$ cat config.mk
export PLATFORM = sky130hd
export DESIGN_NAME = load_store_unit
export DESIGN_NICKNAME = d
export VERILOG_FILES = /design/src/rtl/load_store_unit.sv
export SDC_FILE = /design/constraint.sdc
export NUM_CORES = 1
export LEC_CHECK = 0
export ABC_AREA = 1
export CAP_MARGIN = 20
export CORE_ASPECT_RATIO = 0.6
export CORE_MARGIN = 3
export CORE_UTILIZATION = 45
export DETAILED_ROUTE_END_ITERATION = 6
export PLACE_DENSITY = 0.84
export SYNTH_ARGS = -nofsm -noshare
export SYNTH_HDL_FRONTEND = slang
export SYNTH_SLANG_ARGS = --single-unit
$ cat constraint.sdc
create_clock -name clk -period 3.3 [get_ports clk]
set_clock_uncertainty 0.1 [all_clocks]
set_input_delay 0.495 -clock clk [delete_from_list [all_inputs] [get_ports clk]]
set_output_delay 0.495 -clock clk [all_outputs]
set_load 0.03 [all_outputs]
$ cat src/rtl/load_store_unit.sv
// Load/store unit: memory-access stage after the ALU. Drives the data-memory
// request/grant/response handshake, aligns store lanes and extends load data.
// Datapath width comes from `BIT_COUNT (32 or 64, default 32).
// Optional feature macro: LSU_MISALIGN_TRAP_EN -- misaligned ops complete at
// once with Exception/ExceptionAddr instead of being aligned down.
`ifndef BIT_COUNT
`define BIT_COUNT 32
`endif

module load_store_unit (
  input  logic                      clk,
  input  logic                      reset,
  input  logic                      InValid,
  output logic                      InReady,
  input  logic                      InStore,
  input  logic [2:0]                Funct3,
  input  logic [`BIT_COUNT-1:0]     AluResult,
  input  logic [`BIT_COUNT-1:0]     StoreData,
  input  logic [4:0]                InRd,
  input  logic                      Flush,
  output logic                      Busy,
  output logic                      DmemReq,
  output logic                      DmemWe,
  output logic [`BIT_COUNT-1:0]     DmemAddr,
  output logic [`BIT_COUNT-1:0]     DmemWData,
  output logic [`BIT_COUNT/8-1:0]   DmemByteEn,
  input  logic                      DmemGnt,
  input  logic                      DmemRValid,
  input  logic [`BIT_COUNT-1:0]     DmemRData,
  output logic                      OutValid,
  output logic [4:0]                OutRd,
  output logic [`BIT_COUNT-1:0]     LoadResult,
  output logic                      Exception,
  output logic [`BIT_COUNT-1:0]     ExceptionAddr
);

  localparam int unsigned BW    = `BIT_COUNT;
  localparam int unsigned NB    = BW / 8;
  localparam int unsigned OFS   = $clog2(NB);
  localparam bit          HAS_D = (BW == 64);

  typedef enum logic [1:0] {S_IDLE, S_REQ, S_WAIT, S_DONE} state_t;

  state_t            r_state, w_next_state;
  logic              r_we, r_uns, r_squash;
  logic [BW-1:0]     r_addr, r_wdata, r_lresult;
  logic [NB-1:0]     r_be;
  logic [OFS-1:0]    r_off;
  logic [1:0]        r_size;
  logic [4:0]        r_rd;

  logic              w_accept, w_out_valid;
  logic [1:0]        w_size;
  logic [OFS-1:0]    w_off_raw, w_lowmask, w_off;
  logic [NB-1:0]     w_mask, w_be;
  logic [BW-1:0]     w_wdata, w_raw, w_ext;
`ifdef LSU_MISALIGN_TRAP_EN
  logic              r_exc;
  logic [BW-1:0]     r_exc_addr;
  logic              w_misalign;
`endif

  // Accept-side decode: access size, lane offset, byte enables and store data
  always_comb begin
    w_size    = (Funct3[1:0] == 2'b11 && !HAS_D) ? 2'b10 : Funct3[1:0];
    w_off_raw = AluResult[OFS-1:0];
    w_lowmask = '0;
    w_mask    = '0;
    unique case (w_size)
      2'd0: begin w_lowmask = '0;           w_mask = NB'(1);     end
      2'd1: begin w_lowmask = OFS'(3'd1);   w_mask = NB'(3);     end
      2'd2: begin w_lowmask = OFS'(3'd3);   w_mask = NB'(15);    end
      2'd3: begin w_lowmask = OFS'(3'd7);   w_mask = '1;         end
    endcase
    w_off    = w_off_raw & ~w_lowmask;
    w_be     = w_mask << w_off;
    w_wdata  = StoreData << {w_off, 3'b000};
    w_accept = InValid & (r_state == S_IDLE) & ~Flush;
`ifdef LSU_MISALIGN_TRAP_EN
    w_misalign = |(w_off_raw & w_lowmask);
`endif
  end

  // Load data: shift the addressed lanes down, then sign- or zero-extend
  always_comb begin
    w_raw = DmemRData >> {r_off, 3'b000};
    unique case (r_size)
      2'd0:    w_ext = r_uns ? BW'(w_raw[7:0])  : BW'($signed(w_raw[7:0]));
      2'd1:    w_ext = r_uns ? BW'(w_raw[15:0]) : BW'($signed(w_raw[15:0]));
      2'd2:    w_ext = r_uns ? BW'(w_raw[31:0]) : BW'($signed(w_raw[31:0]));
      default: w_ext = w_raw;
    endcase
  end

  // State register and per-op captured fields
  always_ff @(posedge clk) begin
    if (reset) begin
      r_state   <= S_IDLE;
      r_we      <= 1'b0;
      r_uns     <= 1'b0;
      r_squash  <= 1'b0;
      r_addr    <= '0;
      r_wdata   <= '0;
      r_lresult <= '0;
      r_be      <= '0;
      r_off     <= '0;
      r_size    <= '0;
      r_rd      <= '0;
`ifdef LSU_MISALIGN_TRAP_EN
      r_exc      <= 1'b0;
      r_exc_addr <= '0;
`endif
    end else begin
      r_state <= w_next_state;
      if (w_accept) begin
        r_we     <= InStore;
        r_uns    <= Funct3[2];
        r_squash <= 1'b0;
        r_addr   <= {AluResult[BW-1:OFS], {OFS{1'b0}}};
        r_wdata  <= w_wdata;
        r_be     <= w_be;
        r_off    <= w_off;
        r_size   <= w_size;
        r_rd     <= InRd;
`ifdef LSU_MISALIGN_TRAP_EN
        r_exc      <= w_misalign;
        r_exc_addr <= AluResult;
`endif
      end else if ((r_state == S_REQ || r_state == S_WAIT) && Flush) begin
        r_squash <= 1'b1;
      end
      if (r_state == S_WAIT && DmemRValid) r_lresult <= w_ext;
    end
  end

  // Next state and output decode
  always_comb begin
    w_next_state  = r_state;
    InReady       = 1'b0;
    DmemReq       = 1'b0;
    w_out_valid   = 1'b0;
    OutRd         = '0;
    LoadResult    = '0;
    Exception     = 1'b0;
    ExceptionAddr = '0;
    unique case (r_state)
      S_IDLE: begin
        InReady = 1'b1;
`ifdef LSU_MISALIGN_TRAP_EN
        if (w_accept) w_next_state = w_misalign ? S_DONE : S_REQ;
`else
        if (w_accept) w_next_state = S_REQ;
`endif
      end
      S_REQ: begin
        DmemReq = 1'b1;
        if (DmemGnt)    w_next_state = r_we ? S_DONE : S_WAIT;
        else if (Flush) w_next_state = S_IDLE;
      end
      S_WAIT: begin
        if (DmemRValid) w_next_state = (r_squash || Flush) ? S_IDLE : S_DONE;
      end
      S_DONE: begin
        w_next_state = S_IDLE;
        w_out_valid  = ~r_squash & ~Flush;
      end
    endcase
`ifdef LSU_MISALIGN_TRAP_EN
    Exception     = w_out_valid & r_exc;
    ExceptionAddr = Exception ? r_exc_addr : '0;
    if (w_out_valid && !r_we && !r_exc) begin
`else
    if (w_out_valid && !r_we) begin
`endif
      OutRd      = r_rd;
      LoadResult = r_lresult;
    end
    Busy       = ~InReady;
    OutValid   = w_out_valid;
    DmemWe     = DmemReq & r_we;
    DmemAddr   = r_addr;
    DmemWData  = r_wdata;
    DmemByteEn = r_be;
  end

endmodule
==> metrics.md <==
| Metric | Value |
|---|---|
| First-pass GRT wire length | 29.6 mm |
| Core Region | 12500 µm² |
| R2r startpoint | r_state[0]$_SDFFE_PP0P_ |
| Die W | 155 µm |
| Die area | 14800 µm² |
| TritonCTS clock tree | yes |
| Final WS setup | 0.719 ns |
| Post-CTS Setup Bufs | 0 |
| Arrival @ worst endpoint | 1.99 ns |
| FF-to-FF End | r_lresult[7]$_SDFFE_PP0P_ |
| PD cells | 543 nW/µm² |
| Vias per Instance | 5.00 |
| Synth Flop Type | dfxtp_1 |
| Syn. warnings | 0 |
| Fin area | 8430 µm² |
| Endpoints failing setup | 0 |
| DR vias | 6486 |
| WL per Instance | 15.1 µm |
| Synth Area in XOR/XNOR | 0 |
| Placed Instance Area | 8120 µm² |
| Dpl ws | 0.704 ns |
| Gate Count Post-Synth | 941 |
| Post-synthesis average cell area | 6.37 µm² |
| Mapped cell area | 5990 µm² |
| Die height | 95.4 µm |
| Gpl congestion | 0.924 |
| CP startpoint | Flush |
| Worst min path class | reg2reg |
| DRC | 0 |
| Mux share of post-synthesis cell area | 0 |
| Critical Path RT | 2.70 ns |
| PortBufs | 218 |
| Crit path to | LoadResult[25] |
| Largest net degree at the start of global routing | 49 |
| Worst vdd ir | 0.000394 V |
| GRT overflow | 0 |
| Leak | 3.88 nW |
| Final hold viol count | 0 |
| Worst-case reg-to-reg path depth | 7 |
| Unrepaired setup endpoints after global routing | false |
| Top-area cell type share of the netlist area | 0.374 |
| Total GRT Usage | 0.252 |
| Initial Utilization | 0.478 |
| Sequential area share after synthesis | 0.374 |
| Main combinational cell family by area after synthesis | simple AND/OR/NAND/NOR gates |
| Root Buffer Master | clkbuf_16 |
| Simple-Gate Fraction of Synth Area | 0.336 |
| Startpoint Class | input pin |
| Routed WL | 19.5 mm |
| Most area-hungry cell type in the Yosys netlist | dfxtp_1 |
| #FFs+latches synth | 112 |
| Final net count | 1243 |
| Slew Limit Fails | 0 |
| Maxcap violations | 0 |
| Initial drt markers | 548 |
| Clock latency on the worst-skew pair | 0.34 ns |
| Slew headroom | 0.455 |
| Share of cells above drive strength 1 | 0.0768 |
| Antenna violations before repair | 0 |
| Post-route setup TNS | 0 ns |
| Synth Area in Compound Gates | 0.109 |
| Slew @ Worst Pin | 0.814 ns |
| Setup crit end kind | primary output |
| Cts hold-fix bufs | 0 |
| Deepest clock path buffer count | 2 |
| Placed wire-length estimate | 14.5 mm |
| Vias in the first global route | 5632 |
| Reg clk slew, reported paths | 0.08 ns |
| Leading post-synthesis cells by instance count | nand2_1 (202), nor2_1 (154), inv_1 (121), dfxtp_1 (112), nand3_1 (110) |
| Post-synth cell types | 28 |
| Max Clk Rate | 387 MHz |
| Row cnt | 31 |
| Period minus WS final | 2.58 ns |
| R2R Setup Slk | 1.13 ns |
| Number of synthesized flops with an enable pin | 0 |
| Status | complete, no violations |
| Layout area overhead | 40.6% |
| Cells taking the most area after synthesis | dfxtp_1 (37%), nand2_1 (13%), nor2_1 (9.6%) |
| Worst hold slack | 0.364 ns |
| Post_cts resized | 0 |
| Most frequent cell after synthesis | nand2_1 |
| WS Path Type | in2out |
| Fraction of registers with async set or reset after synthesis | 0 |
| IO Count | 254 |
| Final Cycle Share | 0.782 |
| CTS Buf Count | 9 |
| Antenna cells | 0 |
| Clock Sinks | 112 |
| Final ANT Viol Nets | 0 |
| Pre-Repair DR Iteration Count | 5 |
| Synth Area in Adders | 0.00835 |
| CP Max Fanout | 37 |
| H-tree levels | 3 |
power breakdown:
part           total [mW]  switching [mW]  internal, mW
combinational        1.73            1.10         0.633
sequential           1.69           0.105          1.58
clock                1.15           0.527         0.623
total                4.57            1.73          2.84
how the worst min path moves through the flow:
stage | from | endpoint | slack (ns) | cells after the start
2_1_floorplan | r_rd[3]$_SDFFE_PP0P_ | r_rd[3]$_SDFFE_PP0P_ | 0.33 | 2
3_3_place_gp | DmemByteEn[1]$_SDFFE_PP0P_ | DmemByteEn[1]$_SDFFE_PP0P_ | 0.35 | 2
3_5_place_dp | r_rd[1]$_SDFFE_PP0P_ | r_rd[1]$_SDFFE_PP0P_ | 0.35 | 2
4_1_cts | r_rd[1]$_SDFFE_PP0P_ | r_rd[1]$_SDFFE_PP0P_ | 0.36 | 2
5_1_grt | DmemByteEn[1]$_SDFFE_PP0P_ | DmemByteEn[1]$_SDFFE_PP0P_ | 0.39 | 2
6_report | r_rd[2]$_SDFFE_PP0P_ | r_rd[2]$_SDFFE_PP0P_ | 0.36 | 2
metal layers:
| layer | GRT usage | wire, µm |
|---|---|---|
| met5 | 0 | 0 |
| met4 | 0.0456 | 251 |
| met3 | 0.0580 | 2170 |
| met2 | 0.370 | 8230 |
| met1 | 0.378 | 8890 |
through the flow:
stage | total power [mW] | instances | utilization
2_1_floorplan | 2.84 | 975 | -
3_3_place_gp | 3.40 | 1282 | 0.648
3_5_place_dp | 3.43 | 1282 | 0.648
4_1_cts | 4.58 | 1298 | 0.673
5_1_grt | 4.82 | 1298 | 0.673
6_report | 4.57 | 1298 | 0.673
cell families after synthesis:
kind of cell | count (synthesis)
flops | 112
other cells | 1
simple gates | 478
compound gates | 128
buf+inv | 218
fa+ha+maj | 4
area by class of cell:
cell class	instances	area, µm²
clock buffers	10	239
fillers	1135	4100
repair buffers	232	2340
flip-flops and latches	112	2240
clock inverters	6	72.6
inverters	128	480
multi-input cells	645	2850
well taps	165	206
critical path, cell delays in order:
cell	delay, ns
clkdlybuf4s50_1	0.53
nor3b_2	0.22
nand2_1	0.07
buf_4	0.25
nor2_1	0.25
buf_12	0.16
sequential cells by signal, summed over array words and instances, names as in the netlist:
name	count
r_state	2
DmemWData	32
r_lresult	32
r_rd	5
r_we	1
r_squash	1
DmemByteEn	4
DmemAddr	30
r_size	2
r_off	2
r_uns	1
layout by cell type (no fill, tap or decap):
cell and instances:
nand2_1 202, clkdlybuf4s50_1 180, nor2_1 153, inv_1 121
dfxtp_1 112, nand3_1 110, a21oi_1 58, o21ai_0 53
buf_4 39, conb_1 35, buf_12 12, o21ai_1 11
clkbuf_16 9, inv_2 6, nand2_2 4, ha_1 4
inv_6 3, nand3_2 2, nor2_2 2, nor2_4 2
a31oi_1 2, o22ai_1 2, nor3b_2 1, nand4_4 1
clkinv_1 1, nand3_4 1, o211ai_1 1, a211oi_1 1
inv_8 1, clkinv_2 1, clkbuf_8 1, bufinv_16 1
buf_2 1
Note: power is estimated with default switching activity, not from simulation.
